<file path="config.mk">
export PLATFORM = sky130hd
export DESIGN_NAME = uart_ip_memory_mapped_host_fsm
export DESIGN_NICKNAME = d
export VERILOG_FILES = /design/src/rtl/uart_ip_memory_mapped_host_fsm.sv
export SDC_FILE = /design/constraint.sdc
export NUM_CORES = 1
export LEC_CHECK = 0
export ABC_CLOCK_PERIOD_IN_PS = 2200
export BUFFER_PORTS_ARGS = -buffer_cell sky130_fd_sc_hd__buf_2
export CAP_MARGIN = 10
export CORE_UTILIZATION = 51
export CTS_BUF_LIST = sky130_fd_sc_hd__clkbuf_2 sky130_fd_sc_hd__clkbuf_4 sky130_fd_sc_hd__clkbuf_8
export CTS_CLUSTER_DIAMETER = 40
export CTS_CLUSTER_SIZE = 28
export DETAILED_ROUTE_END_ITERATION = 10
export PLACE_DENSITY = 0.89
export SLEW_MARGIN = 20
export SYNTH_ARGS = -nofsm -noshare
export SYNTH_HDL_FRONTEND = slang
export SYNTH_SLANG_ARGS = --single-unit
</file>
<file path="constraint.sdc">
create_clock -name clk -period 2.2 [get_ports clk]
set_clock_uncertainty 0.15 [all_clocks]
set_input_delay 0.33 -clock clk [delete_from_list [all_inputs] [get_ports clk]]
set_output_delay 0.33 -clock clk [all_outputs]
set_load 0.03 [all_outputs]
</file>
<file path="src/rtl/uart_ip_memory_mapped_host_fsm.sv">
// Host-side initiator for the UART memory-mapped command protocol: sends command and address bytes,
// then for each data slot waits for one responder byte and answers with one host byte.
module uart_ip_memory_mapped_host_fsm #(
    parameter int NUM_BYTES_DATA    = 4,
    parameter int NUM_BYTES_ADDRESS = 1,
    parameter int NUM_BYTES_COMMAND = 1,
    parameter int TIMEOUT_CYCLES    = 1000000
) (
    input  logic                           clk,
    input  logic                           arst_n,
    input  logic                           req_valid,
    output logic                           req_ready,
    input  logic [NUM_BYTES_COMMAND*8-1:0] req_cmd,
    input  logic [NUM_BYTES_ADDRESS*8-1:0] req_addr,
    input  logic [NUM_BYTES_DATA*8-1:0]    req_wdata,
    output logic                           rsp_valid,
    output logic [NUM_BYTES_DATA*8-1:0]    rsp_rdata,
    output logic [1:0]                     rsp_status,
    output logic                           busy,
    output logic                           tx_valid,
    output logic [7:0]                     tx_data,
    input  logic                           tx_ready,
    input  logic                           rx_valid,
    input  logic [7:0]                     rx_data,
    input  logic                           rx_error
);
    localparam int DW    = NUM_BYTES_DATA * 8;
    localparam int AW    = NUM_BYTES_ADDRESS * 8;
    localparam int CW    = NUM_BYTES_COMMAND * 8;
    localparam int MAXAC = (NUM_BYTES_ADDRESS > NUM_BYTES_COMMAND) ? NUM_BYTES_ADDRESS : NUM_BYTES_COMMAND;
    localparam int MAXB  = (NUM_BYTES_DATA > MAXAC) ? NUM_BYTES_DATA : MAXAC;
    localparam int CNT_W = $clog2(MAXB + 1);
    localparam int TMR_W = $clog2(TIMEOUT_CYCLES + 1);

    typedef enum logic [2:0] {
        IDLE      = 3'd0,
        SEND_CMD  = 3'd1,
        SEND_ADDR = 3'd2,
        WAIT_RX   = 3'd3,
        SEND_DATA = 3'd4,
        DONE      = 3'd5
    } state_e;

    state_e           state_q, state_d;
    logic [CW-1:0]    cmd_q, cmd_d;
    logic [AW-1:0]    addr_q, addr_d;
    logic [DW-1:0]    wdata_q, wdata_d;
    logic [DW-1:0]    rdata_q, rdata_d;
    logic [1:0]       status_q, status_d;
    logic [CNT_W-1:0] cnt_q, cnt_d;
    logic [TMR_W-1:0] tmr_q, tmr_d;

    logic last_cmd, last_addr, last_data, tmr_expired;

    assign last_cmd    = (cnt_q == CNT_W'(NUM_BYTES_COMMAND - 1));
    assign last_addr   = (cnt_q == CNT_W'(NUM_BYTES_ADDRESS - 1));
    assign last_data   = (cnt_q == CNT_W'(NUM_BYTES_DATA - 1));
    assign tmr_expired = (tmr_q == TMR_W'(TIMEOUT_CYCLES - 1));

    // State register
    always_ff @(posedge clk or negedge arst_n) begin
        if (!arst_n) state_q <= IDLE;
        else         state_q <= state_d;
    end

    // Next-state logic; a received byte beats a simultaneous timer expiry
    always_comb begin
        state_d = state_q;
        case (state_q)
            IDLE:      if (req_valid) state_d = SEND_CMD;
            SEND_CMD:  if (tx_ready && last_cmd) state_d = SEND_ADDR;
            SEND_ADDR: if (tx_ready && last_addr) state_d = WAIT_RX;
            WAIT_RX: begin
                if (rx_valid)         state_d = SEND_DATA;
                else if (tmr_expired) state_d = DONE;
            end
            SEND_DATA: if (tx_ready) state_d = last_data ? DONE : WAIT_RX;
            DONE:      state_d = IDLE;
            default:   state_d = IDLE;
        endcase
    end

    // Output logic, purely a function of state and the shift registers
    always_comb begin
        req_ready = 1'b0;
        busy      = 1'b1;
        tx_valid  = 1'b0;
        tx_data   = 8'h00;
        rsp_valid = 1'b0;
        case (state_q)
            IDLE: begin
                req_ready = 1'b1;
                busy      = 1'b0;
            end
            SEND_CMD: begin
                tx_valid = 1'b1;
                tx_data  = cmd_q[7:0];
            end
            SEND_ADDR: begin
                tx_valid = 1'b1;
                tx_data  = addr_q[7:0];
            end
            SEND_DATA: begin
                tx_valid = 1'b1;
                tx_data  = wdata_q[7:0];
            end
            DONE:    rsp_valid = 1'b1;
            default: ;
        endcase
    end

    assign rsp_rdata  = rdata_q;
    assign rsp_status = status_q;

    // Datapath next-state; the timer only runs while in WAIT_RX and is zero on every entry
    always_comb begin
        cmd_d    = cmd_q;
        addr_d   = addr_q;
        wdata_d  = wdata_q;
        rdata_d  = rdata_q;
        status_d = status_q;
        cnt_d    = cnt_q;
        tmr_d    = '0;
        if (state_q != IDLE && rx_error) status_d[1] = 1'b1;
        case (state_q)
            IDLE: begin
                if (req_valid) begin
                    cmd_d    = req_cmd;
                    addr_d   = req_addr;
                    wdata_d  = req_wdata;
                    rdata_d  = '0;
                    status_d = 2'b00;
                    cnt_d    = '0;
                end
            end
            SEND_CMD: begin
                if (tx_ready) begin
                    cmd_d = cmd_q >> 8;
                    cnt_d = last_cmd ? '0 : cnt_q + CNT_W'(1);
                end
            end
            SEND_ADDR: begin
                if (tx_ready) begin
                    addr_d = addr_q >> 8;
                    cnt_d  = last_addr ? '0 : cnt_q + CNT_W'(1);
                end
            end
            WAIT_RX: begin
                // New byte enters at the top so the first reply settles in [7:0]
                if (rx_valid)          rdata_d = (rdata_q >> 8) | (DW'(rx_data) << (DW - 8));
                else if (!tmr_expired) tmr_d = tmr_q + TMR_W'(1);
                else                   status_d[0] = 1'b1;
            end
            SEND_DATA: begin
                if (tx_ready) begin
                    wdata_d = wdata_q >> 8;
                    cnt_d   = cnt_q + CNT_W'(1);
                end
            end
            default: ;
        endcase
    end

    always_ff @(posedge clk or negedge arst_n) begin
        if (!arst_n) begin
            cmd_q    <= '0;
            addr_q   <= '0;
            wdata_q  <= '0;
            rdata_q  <= '0;
            status_q <= 2'b00;
            cnt_q    <= '0;
            tmr_q    <= '0;
        end else begin
            cmd_q    <= cmd_d;
            addr_q   <= addr_d;
            wdata_q  <= wdata_d;
            rdata_q  <= rdata_d;
            status_q <= status_d;
            cnt_q    <= cnt_d;
            tmr_q    <= tmr_d;
        end
    end

endmodule
</file>
Word level (Yosys, flattened, before mapping) --
Index checks and enable logic that the tools add are counted.
Cells by class: eq/ne operators 18, add/subtract/negate cells 2, bitwise logic cells 1, multiplexer cells 38, reductions and logical operators 19
Operators with widths (count):
- $mux 32 | 4
- $pmux 32 s2 | 2
- $mux 20 | 3
- $mux 3 | 11
- $or 24x32->32 | 1
- $pmux 8 s2 | 2
- $mux 8 | 3
- $pmux 8 s3 | 1
- $add 20x1->20 const B | 1
- $eq 20x20->1 const B | 1
- $ne 2x2->1 const B | 9
- $pmux 3 s5 | 1
- $reduce_and 3->1 | 4
- $eq 3x2->1 const B | 3
- $pmux 3 s3 | 1
- $mux 1 | 8
- $reduce_and 4->1 | 2
- $reduce_bool 2->1 | 4
- $eq 3x3->1 const B | 2
- $logic_not 3->1 | 2
- $reduce_bool 3->1 | 2
- $reduce_and 5->1 | 1
- $add 3x1->3 const B | 1
- $eq 3x1->1 const B | 1
- 7 further kinds | 8
Word-level totals: bits in registers 108, input port bits 62

Longest topological paths before layout --
Gate-level depths: netlist of the first run.
depth after elaboration 5, gate-level depth with buffers 7, mapped depth without buffers 6

Least setup slack after synthesis of the first run --
Ideal clock, no wire load.
path kind reg2out, from reg state_q[2], to out tx_valid, buffers on the path 3, stages on the path, launching flop included 7, arrival time 1988 ps, setup slack -268 ps, cell sequence dfrtp_1 > clkbuf_1 > clkbuf_1 > nor2b_1 > clkbuf_1 > nor2_1 > o21ai_0
On the way: longest elaborated chain between the ends 3, elaborated cells between the ends (all ways) 5, classes of those cells 3 x eq/ne; 1 x mux; 1 x reduce/logical
RTL lines:
- from (decl) | RTL line 44 | state_e state_q, state_d;
- from (signal assigned) | RTL line 63 | else state_q <= state_d;
- $eq 3x3->1, or another cell as far along | RTL line 90 | case (state_q)
- $reduce_or 3->1 (no line) *
- $mux 1 * | RTL line 90
- to (decl) | RTL line 20 | output logic tx_valid,
Mark *: on every way between the ends. The rest lies on a longest branch, timed or not.

Worst setup path in the final report of the first run --
from reg state_q[2], to out tx_data[7]
On the way: longest elaborated chain between the ends 2, elaborated cells between the ends (all ways) 4, classes of those cells 3 x eq/ne; 1 x mux
RTL lines:
- $eq 3x3->1, or another cell as far along | RTL line 90
- $pmux 8 s3 * | RTL line 90
- to (decl) | RTL line 21 | output logic [7:0] tx_data,
Marked as above.

==> results of run 1 <==
[flip-flops by register name, indices dropped and copies added, names as in the netlist]
signal,count
state_q,3
wdata_q,32
addr_q,8
cnt_q,3
rsp_status,2
rsp_rdata,32
tmr_q,20
cmd_q,8
[power groups by stage]
stage | registers [mW] | clock network (mW) | logic [mW]
after floorplan | 3.06 | 0 | 1.84
after global placement | 2.96 | 0 | 2.66
after detailed placement | 3.01 | 0 | 2.77
after CTS | 2.97 | 1.22 | 2.89
after global routing | 3.03 | 1.28 | 3.38
final | 2.97 | 1.19 | 3.08
[worst register-to-register path, stage by stage, from the launching register on]
cell	delay, ns
dfrtp_2	0.49
buf_1	0.18
nor3b_2	0.35
buf_4	0.44
mux2i_1	0.26
o21ai_0	0.12
[worst max path at each step]
stage | from | cells after the start | to | slack [ns]
6_report | state_q[2]$_DFFE_PN0P_ | 5 | tx_data[7] | 0.04
5_1_grt | state_q[0]$_DFFE_PN0P_ | 5 | wdata_q[1]$_DFFE_PN0P_ | -0.03
4_1_cts | state_q[2]$_DFFE_PN0P_ | 5 | tx_data[4] | 0.0004
3_5_place_dp | state_q[1]$_DFFE_PN0P_ | 3 | tx_data[1] | 0.06
3_3_place_gp | tmr_q[15]$_DFF_PN0_ | 5 | tmr_q[19]$_DFF_PN0_ | 0.13
2_1_floorplan | state_q[2]$_DFFE_PN0P_ | 6 | tx_valid | -0.06
[through the flow]
stage / std cells / hold WS (ns) / setup WS [ns] / instance area (um^2) / TNS (ns)
2_1_floorplan: 527 / -0.116 / -0.0639 / 5060 / -0.0639
3_3_place_gp: 754 / 0.137 / 0.128 / 5880 / 0
3_5_place_dp: 754 / 0.147 / 0.0604 / 5880 / 0
4_1_cts: 775 / 0.000651 / 0.000441 / 6150 / 0
5_1_grt: 780 / 0.00872 / -0.0296 / 6240 / -0.104
6_report: 780 / 0.0156 / 0.0369 / 6240 / 0
[kinds of logic after synthesis]
| group | after synthesis | share of synthesized area |
|---|---|---|
| AO/OA/AOI/OAI | 118 | 0.138 |
| AND/OR/NAND/NOR | 198 | 0.183 |
| multiplexers | 30 | 0.0602 |
| adder cells (fa/ha/maj) | 4 | 0.0100 |
| flip-flops | 108 | 0.540 |
| XOR/XNOR | 15 | 0.0262 |
| buffers and inverters | 54 | 0.0427 |
[per-layer routing]
metal | track usage | vias to the layer above
li1 | - | 2053
met1 | 0.303 | 2041
met2 | 0.380 | 119
met3 | 0.0409 | 27
met4 | 0.114 | 0
met5 | 0 | -
[repair_timing]
action	4_1_cts	5_1_grt
gates cloned	0	0
resized for setup	12	11
hold endpoints to repair	31	0
hold buffers	1	0
setup buffers	4	5
endpoints found under the setup margin	9	9
[area by class of cell]
cell class,instances,area [um^2]
fill,737,3140
sequential,108,2710
multi-input combinational,365,2220
timing repair buffer,144,885
tap,129,161
clock buffer,10,138
inverter,18,67.6
clock inverter,6,56.3
[cell usage in the layout, fill, tap and decap left out, types with 2 or more instances in the layout]
cell type,synthesis,routed
inv_1,18,18
xor2_1,4,4
or4_1,3,3
or3_1,2,2
and4_1,2,2
clkbuf_8,0,10
buf_12,0,4
nor4_1,6,6
mux2i_1,29,29
or4_4,2,2
nor2b_2,0,2
nor2_1,23,22
nand3_1,13,13
a22oi_1,9,2
buf_2,3,101
o31ai_1,2,2
o2bb2ai_1,3,3
nand4_1,7,7
nand2_1,114,113
buf_4,0,31
nor3_1,10,9
o22ai_2,0,8
dfrtp_2,0,3
a21o_1,2,2
clkbuf_4,0,4
nor2b_1,4,2
a22o_1,9,9
xnor2_1,11,11
ha_1,4,4
nand2b_1,2,2
a21oi_1,5,4
inv_6,0,3
a22oi_2,0,7
o21ai_0,78,77
buf_6,1,2
dfrtp_1,108,105
==> metrics.cfg, run 1 <==
[floorplan]
dieArea_um2=10200
initial_core_util=0.534
io_pins=108
die_h_um=101
core_um2=9370
dieWidth_um=101
rows=35

[synth]
ys_types=42
syn_inst=527
synth_edf_count=0
async_reset_ff_frac=1.00
syn_avg_cell_area_um2=9.50
yosysWarnings=0
ys_ff_latch=108
synthTopCellsByArea=dfrtp_1 54%, nand2_1 8.5%, o21ai_0 7.8%, mux2i_1 5.8%, clkbuf_1 2.2%
syn-num-nets=593
synthDominantCellAreaShare=0.540
ys_top_cells_by_count=114 x nand2_1, 108 x dfrtp_1, 78 x o21ai_0
synth_ff_type=dfrtp_1
synthMostInstantiatedCell=nand2_1
synth.largest_area_cell=dfrtp_1
yosysSeqAreaShare=0.540
synth.cell_area_um2=5010

[drt]
drt_wl_total_mm=11.6
first_pass_iters=4
wl_met1_mm=5.07
ant_nets=0
wl_met2_mm=5.72
via_count=4240
drt_first_iter_violations=174
drc=0
wl_per_cell_um=14.8
wl_met3_um=463
highest_layer=met4
via_per_inst=5.44

[critical_path]
end_kind=primary output
path_delay_family=flip-flops
required_ns=1.72
crit_arrival_ns=1.68
cp-start-kind=flip-flop
reg2reg_to=wdata_q[22]$_DFFE_PN0P_
cp_max_fo=9
cp_num_buf_inv=2
rr_worst_depth=5
path_cells=nor2b_2, buf_6, a22oi_2, o22ai_2, clkbuf_4
critPathKind=reg2out
max_stage_delay_ns=0.46
crit_slowest_cell=dfrtp_2
r2r_start=state_q[0]$_DFFE_PN0P_
worst-r2r-setup-slack_ns=0.08

[place]
gp_congestion=0.846
portBuffers=107
dpl.hpwl_mm=7.95

[sta]
fin_crit_sh=0.983
worstMarginPinSlew_ns=0.540
relSlewSlack=0.636
finalSetupViolations=0
fmax_ghz=0.462
hold_viol=0
finalCriticalPeriod_ns=2.16
slew_viol_final=0

[min_path]
min_path_cells=2
hold_path_class=in2reg
hold_start=req_wdata[31]
min_to=wdata_q[31]$_DFFE_PN0P_

[clock_tree]
cts_sinks=108
clk_path_buf_depth=2
cts_tree=yes
numCtsBuffers=9
clkSlewWorstSetupHoldPaths_ns=0.11
cts_max_level=3
clockRootBuffer=clkbuf_8
clk_latency_ns=0.38

[pwr]
comb_power_share=0.426
power_mw=7.24
pwr-share-clk=0.164
seq_power_share=0.410
p_sw_frac=0.422
vdd_drop_max_mv=0.705
leakagePower_nw=2.85
internal_power_mw=4.19
powerDensity_nw_per_um2=1160
p_sw_mw=3.06

[grt]
antenna_found_initial=0
track_usage=0.234
grt_start_max_net_pins=65
grt_pass1_vias=4083
grt_pass1_wl_mm=18.7
grt_overflow=0

[cells_and_area]
drive_gt1_frac=0.292
fin_util=0.665
fin_nets=712
n_antenna_cell=0
area_delta_synth_final_pct=24.6

[status]
status=finished, final reports clean

[job]
drv_cap=0

Power figures use the tool's default switching activity.
==> run 2, diff against run 1 <==
Settings changed: PLACE_DENSITY 0.89 to 0.86.
==> metrics.cfg, run 2 (synthesis gave the netlist of run 1 again) <==
[sta]
relSlewSlack=0.684  ; was 0.636
fmax_ghz=0.460  ; was 0.462 GHz
hold_viol=0  ; unchanged
timing.setup.tns_ns=0  ; unchanged
fin_ws_ns=0.0240  ; was 0.0369 ns
slew_viol_final=0  ; unchanged
finalSetupViolations=0  ; unchanged
hold_ws_ns=0.0309  ; was 0.0156 ns
fin_crit_sh=0.989  ; was 0.983
finalCriticalPeriod_ns=2.18  ; was 2.16 ns
worstMarginPinSlew_ns=0.472  ; was 0.540 ns

[grt]
grt_pass1_vias=3941  ; was 4083
grt_overflow=0  ; unchanged
antenna_found_initial=0  ; unchanged
track_usage=0.236  ; was 0.234
grt_pass1_wl_mm=18.8  ; was 18.7 mm
grt_start_max_net_pins=57  ; was 65

[pwr]
seq_power_share=0.425  ; was 0.410
internal_power_mw=4.05  ; was 4.19 mW
p_sw_frac=0.421  ; was 0.422
vdd_drop_max_mv=0.580  ; was 0.705 mV
powerDensity_nw_per_um2=1140  ; was 1160 nW/um^2
power_mw=7.00  ; was 7.24 mW
comb_power_share=0.413  ; was 0.426
leakagePower_nw=2.82  ; was 2.85 nW
pwr-share-clk=0.162  ; was 0.164
p_sw_mw=2.95  ; was 3.06 mW

[clock_tree]
clockRootBuffer=clkbuf_8  ; unchanged
cts_max_level=3  ; unchanged
cts_tree=yes  ; unchanged
cts_sinks=108  ; unchanged
clkSlewWorstSetupHoldPaths_ns=0.11  ; about the same
clk_latency_ns=0.36  ; was 0.38 ns
numCtsBuffers=9  ; unchanged
clk_path_buf_depth=2  ; unchanged

[place]
portBuffers=107  ; unchanged
gp_congestion=0.865  ; was 0.846
dp_slack_ns=0.0764  ; was 0.0604 ns
dpl.hpwl_mm=8.07  ; was 7.95 mm
post-place-cells=753  ; was 754

[floorplan]
rows=35  ; unchanged
dieArea_um2=10200  ; unchanged
io_pins=108  ; unchanged
dieWidth_um=101  ; unchanged
die_h_um=101  ; unchanged
core_um2=9370  ; unchanged
initial_core_util=0.534  ; unchanged

[status]
status=finished, final reports clean  ; unchanged

[job]
drv_cap=0  ; unchanged

[cells_and_area]
final_cell_mix=113 x nand2_1, 106 x buf_2, 105 x dfrtp_1, 77 x o21ai_0, 31 x buf_4  ; was 113 x nand2_1, 105 x dfrtp_1, 101 x buf_2, 77 x o21ai_0, 31 x buf_4
nFillCells=760  ; was 737
mostFrequentLayoutCell=nand2_1  ; unchanged
fin_cells=776  ; was 780
fin_nets=709  ; was 712
area_delta_synth_final_pct=22.5  ; was 24.6%
n_antenna_cell=0  ; unchanged
drive_gt1_frac=0.278  ; was 0.292

[critical_path]
cp_max_fo=5  ; was 9
end_kind=primary output  ; unchanged
critPathKind=reg2out  ; unchanged
cp-start-kind=flip-flop  ; unchanged
required_ns=1.72  ; about the same
crit_arrival_ns=1.70  ; was 1.68 ns

[drt]
drt_wl_total_mm=11.5  ; was 11.6 mm
drc=0  ; unchanged
ant_nets=0  ; unchanged
first_pass_iters=5  ; was 4
via_per_inst=5.42  ; was 5.44
drt_first_iter_violations=211  ; was 174
via_count=4208  ; was 4240
wl_per_cell_um=14.9  ; was 14.8 um

[min_path]
hold_path_class=in2reg  ; unchanged

run 2: cell count changes in the layout (fill, tap and decap cells not counted), sizes merged:
cell / change
clkbuf: -4
buf: +1
inv: -1
run 2: worst max-delay path: stages (launching register included):
cell and delay (ns):
dfrtp_2 0.46, buf_4 0.16, buf_4 0.16, nor3_2 0.27
inv_1 0.10, buf_2 0.19
run 2: what timing repair did:
item	in CTS	in global routing
hold buffers	1	0
endpoints found under the setup margin	9	10
hold endpoints to repair	19	0
buffers inserted	3	4
resized for setup	5	3
run 2: final timing paths:
check / cells after the start / slack (ns) / startpoint / end
min in group asynchronous: 2 / 0.23 / arst_n / wdata_q[31]$_DFFE_PN0P_
max in group asynchronous: 3 / 1.04 / arst_n / state_q[1]$_DFFE_PN0P_
hold / removal: 3 / 0.03 / req_addr[4] / addr_q[4]$_DFFE_PN0P_
hold reg to reg: 2 / 0.33 / rsp_rdata[3]$_DFFE_PN0P_ / rsp_rdata[3]$_DFFE_PN0P_
setup reg to reg: 5 / 0.06 / tmr_q[12]$_DFF_PN0_ / tmr_q[10]$_DFF_PN0_
setup / recovery: 5 / 0.02 / state_q[2]$_DFFE_PN0P_ / busy
run 2: area by class of cell:
class                      instances  area [um^2]  area share
sequential                       108         2710       0.441
inverter                          18         67.6      0.0110
timing repair buffer             141          833       0.136
clock inverter                     5         46.3     0.00755
clock buffer                      10          131      0.0214
tap                              129          161      0.0263
multi-input combinational        365         2190       0.357
run 2: routing by layer:
| metal | wire [um] | up-vias | global-route usage | part of all wire |
|---|---|---|---|---|
| li1 | - | 2048 | - | - |
| met1 | 4970 | 2039 | 0.318 | 0.43 |
| met2 | 5860 | 107 | 0.393 | 0.51 |
| met3 | 512 | 14 | 0.0444 | 0.044 |
| met4 | 180 | 0 | 0.0635 | 0.016 |
| met5 | 0 | - | 0 | 0 |
run 2: power groups by stage:
| stage | Combinational, mW | Clock, mW | Sequential [mW] |
|---|---|---|---|
| global placement | 2.66 | 0 | 2.96 |
| detailed placement | 2.76 | 0 | 3.00 |
| CTS | 2.82 | 1.16 | 2.96 |
| floorplan | 1.84 | 0 | 3.06 |
| finish | 2.89 | 1.13 | 2.97 |
| global route | 3.18 | 1.24 | 3.04 |
run 2: stage by stage:
stage	cell area, um^2	utilization
floorplan	5060	-
global placement	5870	0.626
detailed placement	5870	0.626
CTS	6090	0.650
global route	6130	0.654
finish	6130	0.654
==> run 3, diff against run 2 <==
Settings changed: ABC_AREA set to 1.
==> metrics.cfg, run 3 <==
[status]
status=finished, final reports clean  ; unchanged

[synth]
synthTopCellsByArea=dfrtp_1 52%, nand2_1 12%, nand3_1 8.6%, inv_1 5.4%, o21ai_0 5.2%  ; was dfrtp_1 54%, nand2_1 8.5%, o21ai_0 7.8%, mux2i_1 5.8%, clkbuf_1 2.2%
yosysWarnings=0  ; unchanged
syn_inst=648  ; was 527
synthMostInstantiatedCell=nand2_1  ; unchanged
synthDominantCellAreaShare=0.521  ; was 0.540
async_reset_ff_frac=1.00  ; unchanged
synth_ff_type=dfrtp_1  ; unchanged
synth.cell_area_um2=5190  ; was 5010 um^2
yosysSeqAreaShare=0.521  ; was 0.540
syn_avg_cell_area_um2=8.01  ; was 9.50 um^2
synth.largest_area_cell=dfrtp_1  ; unchanged
ys_types=26  ; was 42
syn-num-nets=714  ; was 593
ys_ff_latch=108  ; unchanged
ys_top_cells_by_count=170 x nand2_1, 108 x dfrtp_1, 89 x nand3_1  ; was 114 x nand2_1, 108 x dfrtp_1, 78 x o21ai_0
synth_edf_count=0  ; unchanged

[clock_tree]
cts_tree=yes  ; unchanged
clk_path_buf_depth=2  ; unchanged
clk_latency_ns=0.38  ; was 0.36 ns
numCtsBuffers=9  ; unchanged
clockRootBuffer=clkbuf_8  ; unchanged
cts_max_level=3  ; unchanged
clkSlewWorstSetupHoldPaths_ns=0.11  ; about the same
cts_sinks=108  ; unchanged

[sta]
finalSetupViolations=0  ; unchanged
finalCriticalPeriod_ns=2.16  ; was 2.18 ns
relSlewSlack=0.624  ; was 0.684
fin_crit_sh=0.981  ; was 0.989
worstMarginPinSlew_ns=0.565  ; was 0.472 ns
fmax_ghz=0.463  ; was 0.460 GHz
slew_viol_final=0  ; unchanged
hold_ws_ns=0.0140  ; was 0.0309 ns
hold_viol=0  ; unchanged

[grt]
antenna_found_initial=0  ; unchanged
grt_pass1_vias=4356  ; was 3941
grt_pass1_wl_mm=19.0  ; was 18.8 mm
grt_start_max_net_pins=109  ; was 57
track_usage=0.232  ; was 0.236
grt_overflow=0  ; unchanged

[place]
place_area_um2=5860  ; was 5870 um^2
dpl.hpwl_mm=8.32  ; was 8.07 mm
gp_congestion=0.864  ; was 0.865
portBuffers=107  ; unchanged

[critical_path]
r2r_start=state_q[1]$_DFFE_PN0P_  ; was tmr_q[12]$_DFF_PN0_
end_kind=primary output  ; unchanged
crit_arrival_ns=1.68  ; was 1.70 ns
crit_slowest_cell=dfrtp_2  ; unchanged
cp-start-kind=flip-flop  ; unchanged
path_cells=nor2_4, buf_4, inv_2, nor2_4, inv_1, buf_2  ; was buf_4, buf_4, nor3_2, inv_1, buf_2
path_delay_family=flip-flops  ; was buffers and inverters
startpoint=state_q[1]$_DFFE_PN0P_  ; was state_q[2]$_DFFE_PN0P_
required_ns=1.72  ; about the same
cp_max_fo=7  ; was 5
critPathKind=reg2out  ; unchanged
max_stage_delay_ns=0.48  ; was 0.46 ns
crit_path_frequent_cell=nor2_4  ; was buf_4
cp_num_buf_inv=4  ; unchanged

[job]
drv_cap=0  ; unchanged

[drt]
drc=0  ; unchanged
ant_nets=0  ; unchanged
wl_per_cell_um=13.5  ; was 14.9 um
via_per_inst=5.30  ; was 5.42
drt_wl_total_mm=12.2  ; was 11.5 mm
first_pass_iters=5  ; unchanged
via_count=4778  ; was 4208
drt_first_iter_violations=240  ; was 211

[floorplan]
core_um2=9820  ; was 9370 um^2
initial_core_util=0.529  ; was 0.534
io_pins=108  ; unchanged
rows=36  ; was 35
dieArea_um2=10600  ; was 10200 um^2
die_h_um=103  ; was 101 um
dieWidth_um=103  ; was 101 um

[cells_and_area]
n_antenna_cell=0  ; unchanged
drive_gt1_frac=0.224  ; was 0.278
mostFrequentLayoutCell=nand2_1  ; unchanged
fin_nets=830  ; was 709
final_cell_mix=169 x nand2_1, 105 x dfrtp_1, 103 x buf_2, 88 x nand3_1, 71 x inv_1  ; was 113 x nand2_1, 106 x buf_2, 105 x dfrtp_1, 77 x o21ai_0, 31 x buf_4
nFillCells=840  ; was 760
finalInstanceArea_um2=6240  ; was 6130 um^2
fin_util=0.635  ; was 0.654
area_delta_synth_final_pct=20.2  ; was 22.5%

[pwr]
powerDensity_nw_per_um2=1240  ; was 1140 nW/um^2
leakagePower_nw=3.36  ; was 2.82 nW
vdd_drop_max_mv=0.917  ; was 0.580 mV

[min_path]
hold_start=req_wdata[24]  ; was req_addr[4]
hold_path_class=in2reg  ; unchanged

-- run 3: worst min-delay path: stages --
cell and delay [ns]:
buf_2 0.08, nand2_1 0.04, o21ai_1 0.06
-- run 3: area by class of cell --
type                    count  area [um^2]  share of cell area
flip-flops and latches    108         2710               0.434
inverters                  80          303              0.0485
clock buffers              11          151              0.0243
multi-input cells         432         2070               0.331
clock inverters             5         57.6             0.00922
repair buffers            133          788               0.126
well taps                 133          166              0.0267
-- run 3: stage by stage --
step           cells  setup slack (ns)  TNS [ns]  power [mW]
6_report         902            0.0411         0        7.71
5_1_grt          902           -0.0285    -0.130        8.24
4_1_cts          890           0.00142         0        7.48
3_5_place_dp     870             0.207         0        6.13
3_3_place_gp     870             0.305         0        5.97
2_1_floorplan    648             0.133         0        5.28
-- run 3: path summary, 6_finish.rpt --
check / end / slack [ns] / depth (start not counted)
max in group asynchronous: state_q[0]$_DFFE_PN0P_ / 1.04 / 3
min reg2reg: tmr_q[0]$_DFF_PN0_ / 0.33 / 1
max: busy / 0.04 / 6
max reg2reg: addr_q[3]$_DFFE_PN0P_ / 0.27 / 7
min in group asynchronous: rsp_rdata[0]$_DFFE_PN0P_ / 0.41 / 3
min: wdata_q[24]$_DFFE_PN0P_ / 0.01 / 3
-- run 3: report_power, final --
part	internal [mW]	switching [mW]	total, mW
registers	2.55	0.300	2.85
logic	1.14	2.44	3.58
clock network	0.594	0.683	1.28
total	4.29	3.42	7.71
-- run 3: cell families after synthesis --
group           after synthesis  share of synthesized area
flops                       108                      0.521
fa+ha+maj                     4                    0.00964
compound gates               93                     0.0960
simple gates                328                      0.274
xor+xnor                      6                     0.0101
buf+inv                     109                     0.0897
-- run 3: layer usage --
metal,track usage,share of wire
met1,0.299,0.41
met2,0.380,0.51
met3,0.0414,0.055
met4,0.112,0.026
met5,0,0
-- run 3: what timing repair did --
action                     in CTS  in global routing
pin swaps                       1                  1
resized for setup              10                  5
setup endpoints to repair       9                  9
hold buffers                    4                  0
hold endpoints to repair      111                  0
buffers inserted                0                 11
gates cloned                    0                  1
